[config.mk]
export PLATFORM = sky130hd
export DESIGN_NAME = alu_acc
export DESIGN_NICKNAME = d
export VERILOG_FILES = /design/src/rtl/alu_acc.sv
export SDC_FILE = /design/constraint.sdc
export NUM_CORES = 1
export LEC_CHECK = 0
export BUFFER_PORTS_ARGS = -buffer_cell sky130_fd_sc_hd__buf_2
export CELL_PAD_IN_SITES_DETAIL_PLACEMENT = 1
export CELL_PAD_IN_SITES_GLOBAL_PLACEMENT = 1
export CORE_ASPECT_RATIO = 0.6
export CORE_MARGIN = 1.5
export CORE_UTILIZATION = 40
export DETAILED_ROUTE_END_ITERATION = 10
export PLACE_DENSITY_LB_ADDON = 0.3
export REMOVE_ABC_BUFFERS = 1
export SLEW_MARGIN = 20
export SYNTH_ARGS = -nofsm -noshare
export SYNTH_HDL_FRONTEND = slang
export SYNTH_SLANG_ARGS = --single-unit
[constraint.sdc]
create_clock -name clk -period 3.45 [get_ports clk]
set_input_delay 0.345 -clock clk [delete_from_list [all_inputs] [get_ports clk]]
set_output_delay 0.345 -clock clk [all_outputs]
set_load 0.02 [all_outputs]
[src/rtl/alu_acc.sv]
// Accumulator ALU: single-cycle logic/arith ops on acc (A) and din (B), start/busy/done handshake.
// Define ALU_MUL_EN to compile in the multi-cycle shift-add multiply (op 12); otherwise op 12 is a NOP.
module alu_acc #(
  parameter int WIDTH = 8
) (
  input  logic             clk,
  input  logic             rst,
  input  logic [WIDTH-1:0] din,
  input  logic [3:0]       op,
  input  logic             start,
  output logic             busy,
  output logic             done,
  output logic [WIDTH-1:0] acc,
  output logic [WIDTH-1:0] acc_hi,
  output logic [3:0]       flags
);

  // state  | meaning
  // IDLE   | waiting for start
  // EXEC   | single-cycle op, result written on leaving
  // MUL    | shift-add multiply, one partial product per cycle
  // DONE   | done pulse, result and flags valid

  localparam int MSB = WIDTH - 1;
  localparam int CW  = (WIDTH > 2) ? $clog2(WIDTH) : 1;

  localparam logic [3:0] OP_LOAD = 4'd1;
  localparam logic [3:0] OP_ADD  = 4'd2;
  localparam logic [3:0] OP_SUB  = 4'd3;
  localparam logic [3:0] OP_AND  = 4'd4;
  localparam logic [3:0] OP_OR   = 4'd5;
  localparam logic [3:0] OP_XOR  = 4'd6;
  localparam logic [3:0] OP_NOT  = 4'd7;
  localparam logic [3:0] OP_SHL  = 4'd8;
  localparam logic [3:0] OP_SHR  = 4'd9;
  localparam logic [3:0] OP_INC  = 4'd10;
  localparam logic [3:0] OP_DEC  = 4'd11;
`ifdef ALU_MUL_EN
  localparam logic [3:0] OP_MUL  = 4'd12;
`endif

  typedef enum logic [1:0] {
    S_IDLE = 2'd0,
    S_EXEC = 2'd1,
    S_DONE = 2'd2
`ifdef ALU_MUL_EN
    , S_MUL = 2'd3
`endif
  } state_t;

  state_t           state;
  logic [3:0]       op_q;
  logic [WIDTH-1:0] opb;
  logic [WIDTH-1:0] res;
  logic [WIDTH:0]   add_s;
  logic [WIDTH:0]   sub_s;
  logic             c_nxt;
  logic             v_nxt;
  logic             upd;

  always_comb begin
    opb   = (op_q == OP_INC || op_q == OP_DEC) ? WIDTH'(1) : din;
    add_s = {1'b0, acc} + {1'b0, opb};
    sub_s = {1'b0, acc} - {1'b0, opb};
    res   = acc;
    c_nxt = 1'b0;
    v_nxt = 1'b0;
    upd   = 1'b1;
    case (op_q)
      OP_LOAD: res = din;
      OP_ADD, OP_INC: begin
        res   = add_s[WIDTH-1:0];
        c_nxt = add_s[WIDTH];
        v_nxt = (acc[MSB] == opb[MSB]) && (add_s[MSB] != acc[MSB]);
      end
      // sub_s[WIDTH] is the borrow: set when acc < opb unsigned
      OP_SUB, OP_DEC: begin
        res   = sub_s[WIDTH-1:0];
        c_nxt = sub_s[WIDTH];
        v_nxt = (acc[MSB] != opb[MSB]) && (sub_s[MSB] != acc[MSB]);
      end
      OP_AND: res = acc & din;
      OP_OR:  res = acc | din;
      OP_XOR: res = acc ^ din;
      OP_NOT: res = ~acc;
      OP_SHL: begin
        res   = {acc[WIDTH-2:0], 1'b0};
        c_nxt = acc[MSB];
      end
      OP_SHR: begin
        res   = {1'b0, acc[WIDTH-1:1]};
        c_nxt = acc[0];
      end
      default: upd = 1'b0;
    endcase
  end

`ifdef ALU_MUL_EN
  // acc stays untouched during MUL, so it serves directly as the multiplicand
  logic [WIDTH-1:0]   prod_hi;
  logic [WIDTH-1:0]   prod_lo;
  logic [CW-1:0]      cnt;
  logic [WIDTH:0]     mul_s;
  logic [2*WIDTH-1:0] prod_nxt;

  always_comb begin
    mul_s    = {1'b0, prod_hi} + (prod_lo[0] ? {1'b0, acc} : {(WIDTH+1){1'b0}});
    prod_nxt = {mul_s, prod_lo[WIDTH-1:1]};
  end
`endif

  always_ff @(posedge clk or negedge rst) begin
    if (!rst) begin
      state   <= S_IDLE;
      op_q    <= '0;
      busy    <= 1'b0;
      done    <= 1'b0;
      acc     <= '0;
      acc_hi  <= '0;
      flags   <= '0;
`ifdef ALU_MUL_EN
      prod_hi <= '0;
      prod_lo <= '0;
      cnt     <= '0;
`endif
    end else begin
      done <= 1'b0;
      case (state)
        S_IDLE: begin
          if (start) begin
            op_q <= op;
            busy <= 1'b1;
`ifdef ALU_MUL_EN
            if (op == OP_MUL) begin
              state   <= S_MUL;
              prod_hi <= '0;
              prod_lo <= din;
              cnt     <= CW'(WIDTH - 1);
            end else begin
              state <= S_EXEC;
            end
`else
            state <= S_EXEC;
`endif
          end
        end
        S_EXEC: begin
          state <= S_DONE;
          busy  <= 1'b0;
          done  <= 1'b1;
          if (upd) begin
            acc    <= res;
            acc_hi <= '0;
            flags  <= {res[MSB], v_nxt, c_nxt, (res == '0)};
          end
        end
`ifdef ALU_MUL_EN
        S_MUL: begin
          {prod_hi, prod_lo} <= prod_nxt;
          if (cnt == '0) begin
            state  <= S_DONE;
            busy   <= 1'b0;
            done   <= 1'b1;
            acc    <= prod_nxt[WIDTH-1:0];
            acc_hi <= prod_nxt[2*WIDTH-1:WIDTH];
            flags  <= {prod_nxt[2*WIDTH-1], 1'b0, (prod_nxt[2*WIDTH-1:WIDTH] != '0),
                       (prod_nxt == '0)};
          end else begin
            cnt <= cnt - 1'b1;
          end
        end
`endif
        S_DONE: state <= S_IDLE;
        default: state <= S_IDLE;
      endcase
    end
  end

endmodule

==> results of run 1 <==
[metrics by stage]
stage               total power, mW  utilization (%)
floorplan                      1.50                -
global placement               1.97             44.4
detailed placement             2.01             44.4
CTS                            2.19             45.2
global route                   2.40             45.5
finish                         2.20             45.5
[Yosys cell counts, types with 3 or more instances]
cell	n	area, um^2
a21o_1	4	30.0
inv_1	31	116
a211oi_1	5	37.5
nand2_1	40	150
a31oi_1	4	25.0
ha_1	34	425
nor3_1	7	35.0
o21ai_0	22	110
a21oi_1	25	125
nor2_1	25	93.8
a22oi_1	5	37.5
o211ai_1	4	30.0
clkbuf_1	5	18.8
dfrtp_1	19	475
o22ai_1	6	37.5
and2_1	3	18.8
buf_2	6	30.0
a221oi_1	5	43.8
xor2_1	3	26.3
nor3b_1	3	22.5
nor2b_1	12	75.1
buf_4	12	90.1
o21ai_1	4	20.0
[state kept, by name, indices dropped and copies added, names as in the netlist]
| register | flops |
|---|---|
| acc | 8 |
| op_q | 4 |
| flags | 3 |
| state | 2 |
| busy | 1 |
| done | 1 |
[kinds of logic after synthesis]
kind of cell,share of synthesized area (%)
simple gates,19.4
flops,18.8
xor+xnor,1.39
buf+inv,10.8
fa+ha+maj,18.4
compound gates,29.4
other cells,0.148
mux,1.68
[power breakdown]
part | switching, mW | internal (mW) | total (mW)
clock | 0.0790 | 0.0803 | 0.159
sequential | 0.145 | 0.296 | 0.441
combinational | 0.982 | 0.615 | 1.60
[routing by layer]
layer	routed length (um)	up-vias	global-route usage [%]
li1	-	1229	-
met1	4180	1257	38.6
met2	3530	60	37.4
met3	465	4	4.02
met4	43	0	3.55
met5	0	-	0
[critical path, stage by stage, from the launching register on]
cell and delay (ns):
dfrtp_1 0.41, nor2b_4 0.20, nand2_2 0.17, nand2_1 0.15, ha_1 0.15, inv_1 0.05
fa_1 0.38, and2_1 0.17, o21ai_1 0.16, o311ai_0 0.19, a211oi_1 0.32, o211ai_1 0.19
a21oi_1 0.24, nand4_1 0.13, o21ai_1 0.14
[layout make-up]
cell class | count | area [um^2]
tap | 84 | 105
clock buffer | 3 | 41.3
sequential | 19 | 475
fill | 790 | 3330
timing repair buffer | 36 | 200
inverter | 33 | 124
clock inverter | 1 | 5.00
multi-input combinational | 266 | 1830
[repair_timing]
| action | CTS | global route |
|---|---|---|
| setup endpoints to repair | 2 | 4 |
| pin swaps | 0 | 0 |
| cloned | 0 | 0 |
| resized for setup | 2 | 3 |
| endpoints found under the hold margin | 0 | 0 |
[worst paths after layout]
kind,from,end,slack (ns),cells after the start
min in group clk,op[0],op_q[0]$_DFFE_PN0P_,0.29,3
min,rst,acc[0]$_DFFE_PN0P_,0.02,1
max,op_q[2]$_DFFE_PN0P_,flags[0]$_DFFE_PN0P_,0.34,14
min reg2reg,flags[1]$_DFFE_PN0P_,flags[1]$_DFFE_PN0P_,0.48,2
max in group asynchronous,rst,acc[5]$_DFFE_PN0P_,3.13,1
max reg2reg,op_q[2]$_DFFE_PN0P_,flags[0]$_DFFE_PN0P_,0.34,14
==> metrics.md, run 1 <==
| Metric | Value |
|---|---|
| Nets | `410` |
| CTS Sinks | `19` |
| Vias in the first global route | `between 2,000 and 2,500` |
| Pin count of the biggest net entering global routing | `25` |
| Commonest cells after routing, fill and taps aside | `39 x nand2_1, 34 x ha_1, 31 x inv_1` |
| Crit path DAT | `3.30 ns` |
| WL/cell | `18.6 um` |
| GRT Overall Usage | `roughly a quarter` |
| Sequential area share after synthesis | `18.8%` |
| DIE WIDTH | `106 um` |
| Synth async-reset ratio | `100%` |
| FMAX | `322 MHz` |
| Drt pass-1 iters | `4` |
| Post CTS Setup Buffer Count | `0` |
| Die Height | `approximately 65 um` |
| Outcome | `completed` |
| Synthesized area | `2530 um^2` |
| WS Path Type | `reg -> reg` |
| Vias | `2,550` |
| DP HPWL | `6500 um` |
| Area post-placement | `around 2700 um^2` |
| Worst Slack Setup Final | `0.340 ns` |
| Worst Skew | `0.00106 ns` |
| Worst-path fanout max | `8` |
| Global-route wire length before repair | `13,300 um` |
| Leakage power total | `1.33 nW` |
| Primary FF master, synth | `dfrtp_1` |
| CP Capture Type | `flip-flop` |
| Pins Over Slew Limit | `0` |
| CTS buffer count | `3` |
| Row cnt | `22` |
| Min-Delay Path Class | `in -> async` |
| Layout area overhead | `9.79%` |
| Worst-skew pair later-pin latency | `0.26 ns` |
| Max-cap viol count | `0` |
| Share of cells above drive strength 1 | `14.8%` |
| Synth Warn # | `0` |
| Max-slew headroom | `40.7%` |
| Unrepaired setup endpoints after global routing | `false` |
| WL final | `8220 um` |
| CTS tree | `done` |
| Cells after DPL | `438` |
| Final hold vios | `0` |
| Pre-CTS WS | `-0.153 ns` |
| Hold buffer count at CTS | `0` |
| DR DRC count | `0` |
| Least-Margin Pin Slew | `0.888 ns` |
| Grt total ovfl | `0` |
| Core area | `slightly above 6000 um^2` |
| Non-Filler Cell Area, Final | `2780 um^2` |
| IO Pins | `37` |
| Hold_ws | `about 0.018 ns` |
| CTS root buffer | `clkbuf_8` |
| Remaining antenna violation count | `0` |
| Initial antenna violation count | `0` |
| Setup TNS | `0 ns` |
| Htree depth | `1` |
| Worst vdd ir | `a little over 0.0003 V` |
| Final Cycle Share | `between 90 and 100%` |
| Post-Syn Instances | `335` |
| Post-synth EDFFs | `0` |
| Commonest non-fill, non-tap cell in the layout | `nand2_1` |
| CTS Buffer Depth | `2` |
| # diodes | `0` |
| Die area | `6830 um^2` |
| Clock period minus worst slack | `3.11 ns` |
| Yosys reg bits | `19` |
| Worst Path Required | `3.64 ns` |
| Starting density of the core | `41.4%` |
| Port bufs | `28` |
| Routability cong. | `around 0.9` |
| Final Non-Filler Cells | `442` |
| # setup viols final | `0` |
| Avg Cell Area, Syn | `7.55 um^2` |
| Worst-path clk slew | `0.08 ns` |
| Pwr per Cell Area | `791 nW/um^2` |
| Synth cell types | `61` |
| Iter 0 DRT Violations | `138` |
| Via/cell ratio | `just under 6` |
| CP startpoint kind | `flip-flop` |
Power figures use the tool's default switching activity.
==> run 2, diff against run 1 <==
--- a/config.mk
+++ b/config.mk
@@ -13,6 +13,7 @@
 export CORE_UTILIZATION = 40
 export DETAILED_ROUTE_END_ITERATION = 10
 export PLACE_DENSITY_LB_ADDON = 0.3
+export RECOVER_POWER = 100
 export REMOVE_ABC_BUFFERS = 1
 export SLEW_MARGIN = 20
 export SYNTH_ARGS = -nofsm -noshare
==> metrics.md, run 2 (synthesis results as in run 1) <==
| Metric | Value |
|---|---|
| Grt total ovfl | `0 (unchanged)` |
| Worst Path Required | `3.64 ns (about the same)` |
| Pre-CTS WS | `-0.153 ns (unchanged)` |
| Worst Skew | `0.00290 ns (was 0.00106 ns)` |
| CTS Sinks | `19 (unchanged)` |
| Final Cycle Share | `91.6% (was 90.1%)` |
| CTS buffer count | `3 (unchanged)` |
| Commonest cells after routing, fill and taps aside | `39 x nand2_1, 34 x ha_1, 31 x inv_1 (unchanged)` |
| Final hold vios | `0 (unchanged)` |
| Pwr per Cell Area | `791 nW/um^2 (about the same)` |
| Pins Over Slew Limit | `0 (unchanged)` |
| Outcome | `completed (unchanged)` |
| Hold_ws | `0.268 ns (was 0.0175 ns)` |
| CTS root buffer | `clkbuf_8 (unchanged)` |
| Vias in the first global route | `2,433 (unchanged)` |
| WL final | `8310 um (was 8220 um)` |
| Switch share | `55.6% (was 54.9%)` |
| CTS Buffer Depth | `2 (unchanged)` |
| Unrepaired setup endpoints after global routing | `false (unchanged)` |
| Layout area overhead | `8.41% (was 9.79%)` |
| Routability cong. | `0.898 (unchanged)` |
| Die Height | `64.6 um (unchanged)` |
| CTS tree | `done (unchanged)` |
| Largest register FFs | `8 (unchanged)` |
| Die area | `6830 um^2 (unchanged)` |
| Least-Margin Pin Slew | `1.10 ns (was 0.888 ns)` |
| Worst vdd ir | `0.000305 V (was 0.000311 V)` |
| Max-cap viol count | `0 (unchanged)` |
| Worst-path clk slew | `0.08 ns (about the same)` |
| CP Capture Type | `flip-flop (unchanged)` |
| Core area | `6110 um^2 (unchanged)` |
| IO Pins | `37 (unchanged)` |
| Worst-path fanout max | `8 (unchanged)` |
| GRT Overall Usage | `25.2% (unchanged)` |
| WS Path Type | `reg -> reg (unchanged)` |
| Sequential power share | `20.4% (was 20.1%)` |
| Share of cells above drive strength 1 | `10.1% (was 14.8%)` |
| Remaining antenna violation count | `0 (unchanged)` |
| Largest registers | `acc: 8 flops, op_q: 4 flops, flags: 3 flops (unchanged)` |
| Worst-skew pair later-pin latency | `0.26 ns (about the same)` |
| FMAX | `316 MHz (was 322 MHz)` |
| Via/cell ratio | `5.82 (was 5.77)` |
| Final Util | `44.9% (was 45.5%)` |
| Crit path launch | `op_q[2]$_DFFE_PN0P_ (unchanged)` |
| # setup viols final | `0 (unchanged)` |
| Row cnt | `22 (unchanged)` |
| Top reg by flops | `acc (unchanged)` |
| Commonest non-fill, non-tap cell in the layout | `nand2_1 (unchanged)` |
| DP HPWL | `6500 um (unchanged)` |
| Vias | `2,573 (was 2,550)` |
| FILL cells | `794 (was 790)` |
| Port bufs | `28 (unchanged)` |
| Logic pwr share | `72.2% (was 72.7%)` |
| # diodes | `0 (unchanged)` |
| Clock period minus worst slack | `3.16 ns (was 3.11 ns)` |
| Switch Pwr | `1.21 mW (about the same)` |
| Initial antenna violation count | `0 (unchanged)` |
| Leakage power total | `1.29 nW (was 1.33 nW)` |
| Crit path DAT | `3.35 ns (was 3.30 ns)` |
| Reg2reg start | `op_q[2]$_DFFE_PN0P_ (unchanged)` |
| DIE WIDTH | `106 um (unchanged)` |
| Worst Slack Setup Final | `0.290 ns (was 0.340 ns)` |
| Min-Delay Path Class | `in -> async (unchanged)` |
| DR DRC count | `0 (unchanged)` |
| Pin count of the biggest net entering global routing | `25 (unchanged)` |
| WL/cell | `18.8 um (was 18.6 um)` |
| Global-route wire length before repair | `13,300 um (unchanged)` |
| Nets | `410 (unchanged)` |
| Max-slew headroom | `26.6% (was 40.7%)` |
| Iter 0 DRT Violations | `120 (was 138)` |
| Internal power | `0.963 mW (was 0.991 mW)` |
| Starting density of the core | `41.4% (unchanged)` |
| CP startpoint kind | `flip-flop (unchanged)` |
| Htree depth | `1 (unchanged)` |
| Drt pass-1 iters | `4 (unchanged)` |
| Clk network pwr share | `7.4% (was 7.2%)` |
-- run 2: cell count changes in the layout (fill, tap and decap cells not counted), sizes merged --
| cell | previous run | this run |
|---|---|---|
| buf | 36 | 21 |
| clkbuf | 3 | 18 |
-- run 2: area by class of cell --
| class | count | area (um^2) | area share [%] |
|---|---|---|---|
| multi-input combinational | 266 | 1820 | 66.2 |
| sequential | 19 | 475 | 17.3 |
| timing repair buffer | 36 | 176 | 6.43 |
| inverter | 33 | 124 | 4.52 |
| tap | 84 | 105 | 3.83 |
| clock buffer | 3 | 41.3 | 1.51 |
| clock inverter | 1 | 5.00 | 0.182 |
-- run 2: power groups by stage --
stage               clock network, mW  registers [mW]  logic (mW)
floorplan                           0           0.525       0.976
global placement                    0           0.439        1.53
detailed placement                  0           0.443        1.57
CTS                             0.166           0.440        1.59
global route                    0.180           0.456        1.73
finish                          0.161           0.442        1.56
-- run 2: worst paths after layout --
check	end	slack (ns)	cells past startpoint
worst max-delay path	flags[0]$_DFFE_PN0P_	0.29	12
worst min-delay path	state[1]$_DFFE_PN0P_	0.27	1
worst max register to register	flags[0]$_DFFE_PN0P_	0.29	12
worst min register to register	state[1]$_DFFE_PN0P_	0.48	1
max in group asynchronous	op_q[2]$_DFFE_PN0P_	2.53	1
min in group clk	op_q[0]$_DFFE_PN0P_	0.29	3
-- run 2: critical path, cell delays in order, from the launching register on --
cell and delay, ns:
dfrtp_1 0.41, nor2b_4 0.21, nand2_2 0.18, nand2_1 0.18, inv_1 0.06, ha_1 0.20
or2_2 0.33, nor4_1 0.40, nor2_1 0.15, a311oi_2 0.31, nand3_1 0.16, o32a_1 0.38
o21ai_1 0.13
-- run 2: timing repair --
action,4_1_cts,5_1_grt
hold buffers,0,0
cloned,0,0
endpoints found under the setup margin,2,4
resized for setup,2,3
buffers inserted,0,0
-- run 2: stage by stage --
| stage | instances | setup TNS, ns | cell area, um^2 | total power, mW |
|---|---|---|---|---|
| 5_1_grt | 442 | 0 | 2740 | 2.37 |
| 6_report | 442 | 0 | 2740 | 2.17 |
| 4_1_cts | 442 | 0 | 2770 | 2.19 |
| 3_3_place_gp | 438 | 0 | 2710 | 1.97 |
| 2_1_floorplan | 318 | 0 | 2410 | 1.50 |
| 3_5_place_dp | 438 | -0.188 | 2710 | 2.01 |
-- run 2: metal layers --
layer | up-vias | global-route usage [%] | share of wire, %
li1 | 1228 | - | -
met1 | 1259 | 38.6 | 50
met2 | 84 | 37.4 | 42
met4 | 0 | 3.55 | 0.35
met3 | 2 | 4.02 | 7.9
met5 | - | 0 | 0
==> run 3, diff against run 2 <==
--- a/config.mk
+++ b/config.mk
@@ -10,9 +10,9 @@
 export CELL_PAD_IN_SITES_GLOBAL_PLACEMENT = 1
 export CORE_ASPECT_RATIO = 0.6
 export CORE_MARGIN = 1.5
-export CORE_UTILIZATION = 40
+export CORE_UTILIZATION = 43
 export DETAILED_ROUTE_END_ITERATION = 10
-export PLACE_DENSITY_LB_ADDON = 0.3
+export PLACE_DENSITY = 0.87
 export RECOVER_POWER = 100
 export REMOVE_ABC_BUFFERS = 1
 export SLEW_MARGIN = 20
==> metrics.md, run 3 (synthesis results as in run 1) <==
| Metric | Value |
|---|---|
| Max-slew headroom | `30.8% (was 26.6%)` |
| Min-Delay Path Class | `in -> async (unchanged)` |
| FILL cells | `744 (was 794)` |
| Commonest cells after routing, fill and taps aside | `39 x nand2_1, 34 x ha_1, 31 x inv_1 (unchanged)` |
| Global-route wire length before repair | `14,200 um (was 13,300 um)` |
| Hold_ws | `0.249 ns (was 0.268 ns)` |
| Pin count of the biggest net entering global routing | `25 (unchanged)` |
| Final Cycle Share | `93.0% (was 91.6%)` |
| Initial antenna violation count | `0 (unchanged)` |
| Reg2reg start | `op_q[0]$_DFFE_PN0P_ (was op_q[2]$_DFFE_PN0P_)` |
| Vias in the first global route | `2,696 (was 2,433)` |
| Grt total ovfl | `0 (unchanged)` |
| Starting density of the core | `45.0% (was 41.4%)` |
| Post CTS Setup Buffer Count | `0 (unchanged)` |
| Worst-skew pair later-pin latency | `0.25 ns (was 0.26 ns)` |
| CP Capture Type | `flip-flop (unchanged)` |
| Htree depth | `1 (unchanged)` |
| Least-Margin Pin Slew | `1.04 ns (was 1.10 ns)` |
| WS Path Type | `reg -> reg (unchanged)` |
| WL final | `8600 um (was 8310 um)` |
| Outcome | `completed (unchanged)` |
| Area post-placement | `2700 um^2 (was 2710 um^2)` |
| Layout area overhead | `8.26% (was 8.41%)` |
| CTS Buffer Depth | `2 (unchanged)` |
| Leakage power total | `1.28 nW (was 1.29 nW)` |
| Iter 0 DRT Violations | `151 (was 120)` |
| Die area | `6370 um^2 (was 6830 um^2)` |
| CTS Sinks | `19 (unchanged)` |
| Max-cap viol count | `0 (unchanged)` |
| Core area | `5620 um^2 (was 6110 um^2)` |
| Routability cong. | `0.921 (was 0.898)` |
| CTS buffer count | `3 (unchanged)` |
| IO Pins | `37 (unchanged)` |
| Drt pass-1 iters | `5 (was 4)` |
| Commonest non-fill, non-tap cell in the layout | `nand2_1 (unchanged)` |
| Worst-path fanout max | `20 (was 8)` |
| Non-Filler Cell Area, Final | `2740 um^2 (about the same)` |
| WL/cell | `19.7 um (was 18.8 um)` |
| Row cnt | `21 (was 22)` |
| Share of cells above drive strength 1 | `9.80% (was 10.1%)` |
| CP startpoint kind | `flip-flop (unchanged)` |
| Nets | `409 (was 410)` |
| Crit path DAT | `3.39 ns (was 3.35 ns)` |
| Via/cell ratio | `6.01 (was 5.82)` |
| DP HPWL | `6590 um (was 6500 um)` |
| Worst vdd ir | `0.000292 V (was 0.000305 V)` |
| Worst-path clk slew | `0.07 ns (was 0.08 ns)` |
| Pwr per Cell Area | `802 nW/um^2 (was 791 nW/um^2)` |
| Port bufs | `28 (unchanged)` |
| FMAX | `312 MHz (was 316 MHz)` |
| Worst Path Required | `3.63 ns (was 3.64 ns)` |
| Clock period minus worst slack | `3.21 ns (was 3.16 ns)` |
| DR DRC count | `0 (unchanged)` |
| Crit path launch | `op_q[0]$_DFFE_PN0P_ (was op_q[2]$_DFFE_PN0P_)` |
| Remaining antenna violation count | `0 (unchanged)` |
| Overall Power | `2.20 mW (was 2.17 mW)` |
| CTS tree | `done (unchanged)` |
| Vias | `2,627 (was 2,573)` |
| Largest register FFs | `8 (unchanged)` |
| CTS root buffer | `clkbuf_8 (unchanged)` |
| DIE WIDTH | `102 um (was 106 um)` |
| Largest registers | `acc: 8 flops, op_q: 4 flops, flags: 3 flops (unchanged)` |
| Setup TNS | `0 ns (unchanged)` |
| GRT Overall Usage | `28.2% (was 25.2%)` |
| Die Height | `62.4 um (was 64.6 um)` |
| # setup viols final | `0 (unchanged)` |
| # diodes | `0 (unchanged)` |
| Worst Skew | `0.00317 ns (was 0.00290 ns)` |
| Final hold vios | `0 (unchanged)` |
| Pins Over Slew Limit | `0 (unchanged)` |
| Top reg by flops | `acc (unchanged)` |
| Unrepaired setup endpoints after global routing | `false (unchanged)` |
-- run 3: area by class of cell --
| class | count | area (um^2) | area share (%) |
|---|---|---|---|
| Sequential cell | 19 | 475 | 17.4 |
| Multi-Input combinational cell | 266 | 1830 | 66.7 |
| Timing Repair Buffer | 35 | 168 | 6.12 |
| Inverter | 33 | 124 | 4.52 |
| Tap cell | 80 | 100 | 3.65 |
| Clock buffer | 4 | 45.0 | 1.64 |
-- run 3: path summary, 6_finish.rpt --
kind,slack [ns],to,cells after the start
min in group clk,0.30,op_q[0]$_DFFE_PN0P_,3
setup / recovery,0.24,flags[0]$_DFFE_PN0P_,9
hold reg to reg,0.47,state[1]$_DFFE_PN0P_,1
setup reg to reg,0.24,flags[0]$_DFFE_PN0P_,9
max in group asynchronous,2.58,op_q[1]$_DFFE_PN0P_,1
hold / removal,0.25,acc[1]$_DFFE_PN0P_,1
-- run 3: worst max-delay path: stages (launching register included) --
cell and delay (ns):
dfrtp_1 0.69, nor2_1 0.21, a21oi_1 0.52, nand2_1 0.12, clkbuf_1 0.42, a211oi_1 0.45
o211ai_1 0.19, a21oi_1 0.21, nand4_1 0.15, o21ai_1 0.16
-- run 3: repair_timing --
item,4_1_cts,5_1_grt
gates resized for setup,2,3
endpoints found under the setup margin,1,2
hold buffers,0,0
-- run 3: per-stage QoR --
stage               setup WS [ns]  cells  util, %
finish                      0.242    437     48.7
global route               0.0573    437     48.7
CTS                        0.0954    437     48.9
detailed placement        -0.0879    433     48.0
global placement            0.141    433     48.0
floorplan                   0.233    318        -
-- run 3: power breakdown --
part | leakage [nW] | internal (mW) | total [mW] | switching (mW)
registers | 0.229 | 0.296 | 0.444 | 0.148
logic | 1.03 | 0.590 | 1.60 | 1.01
clock network | 0.0228 | 0.0820 | 0.154 | 0.0722
total | 1.28 | 0.968 | 2.20 | 1.23
-- run 3: layer usage --
metal  GRT usage [%]  vias to the layer above  wire (um)  part of all wire, %
li1                -                     1224          -                    -
met1            42.2                     1284       3980                   46
met2            42.8                      113       3860                   45
met3            4.70                        6        701                  8.2
met4            4.79                        0         52                 0.60
met5               0                        -          0                    0
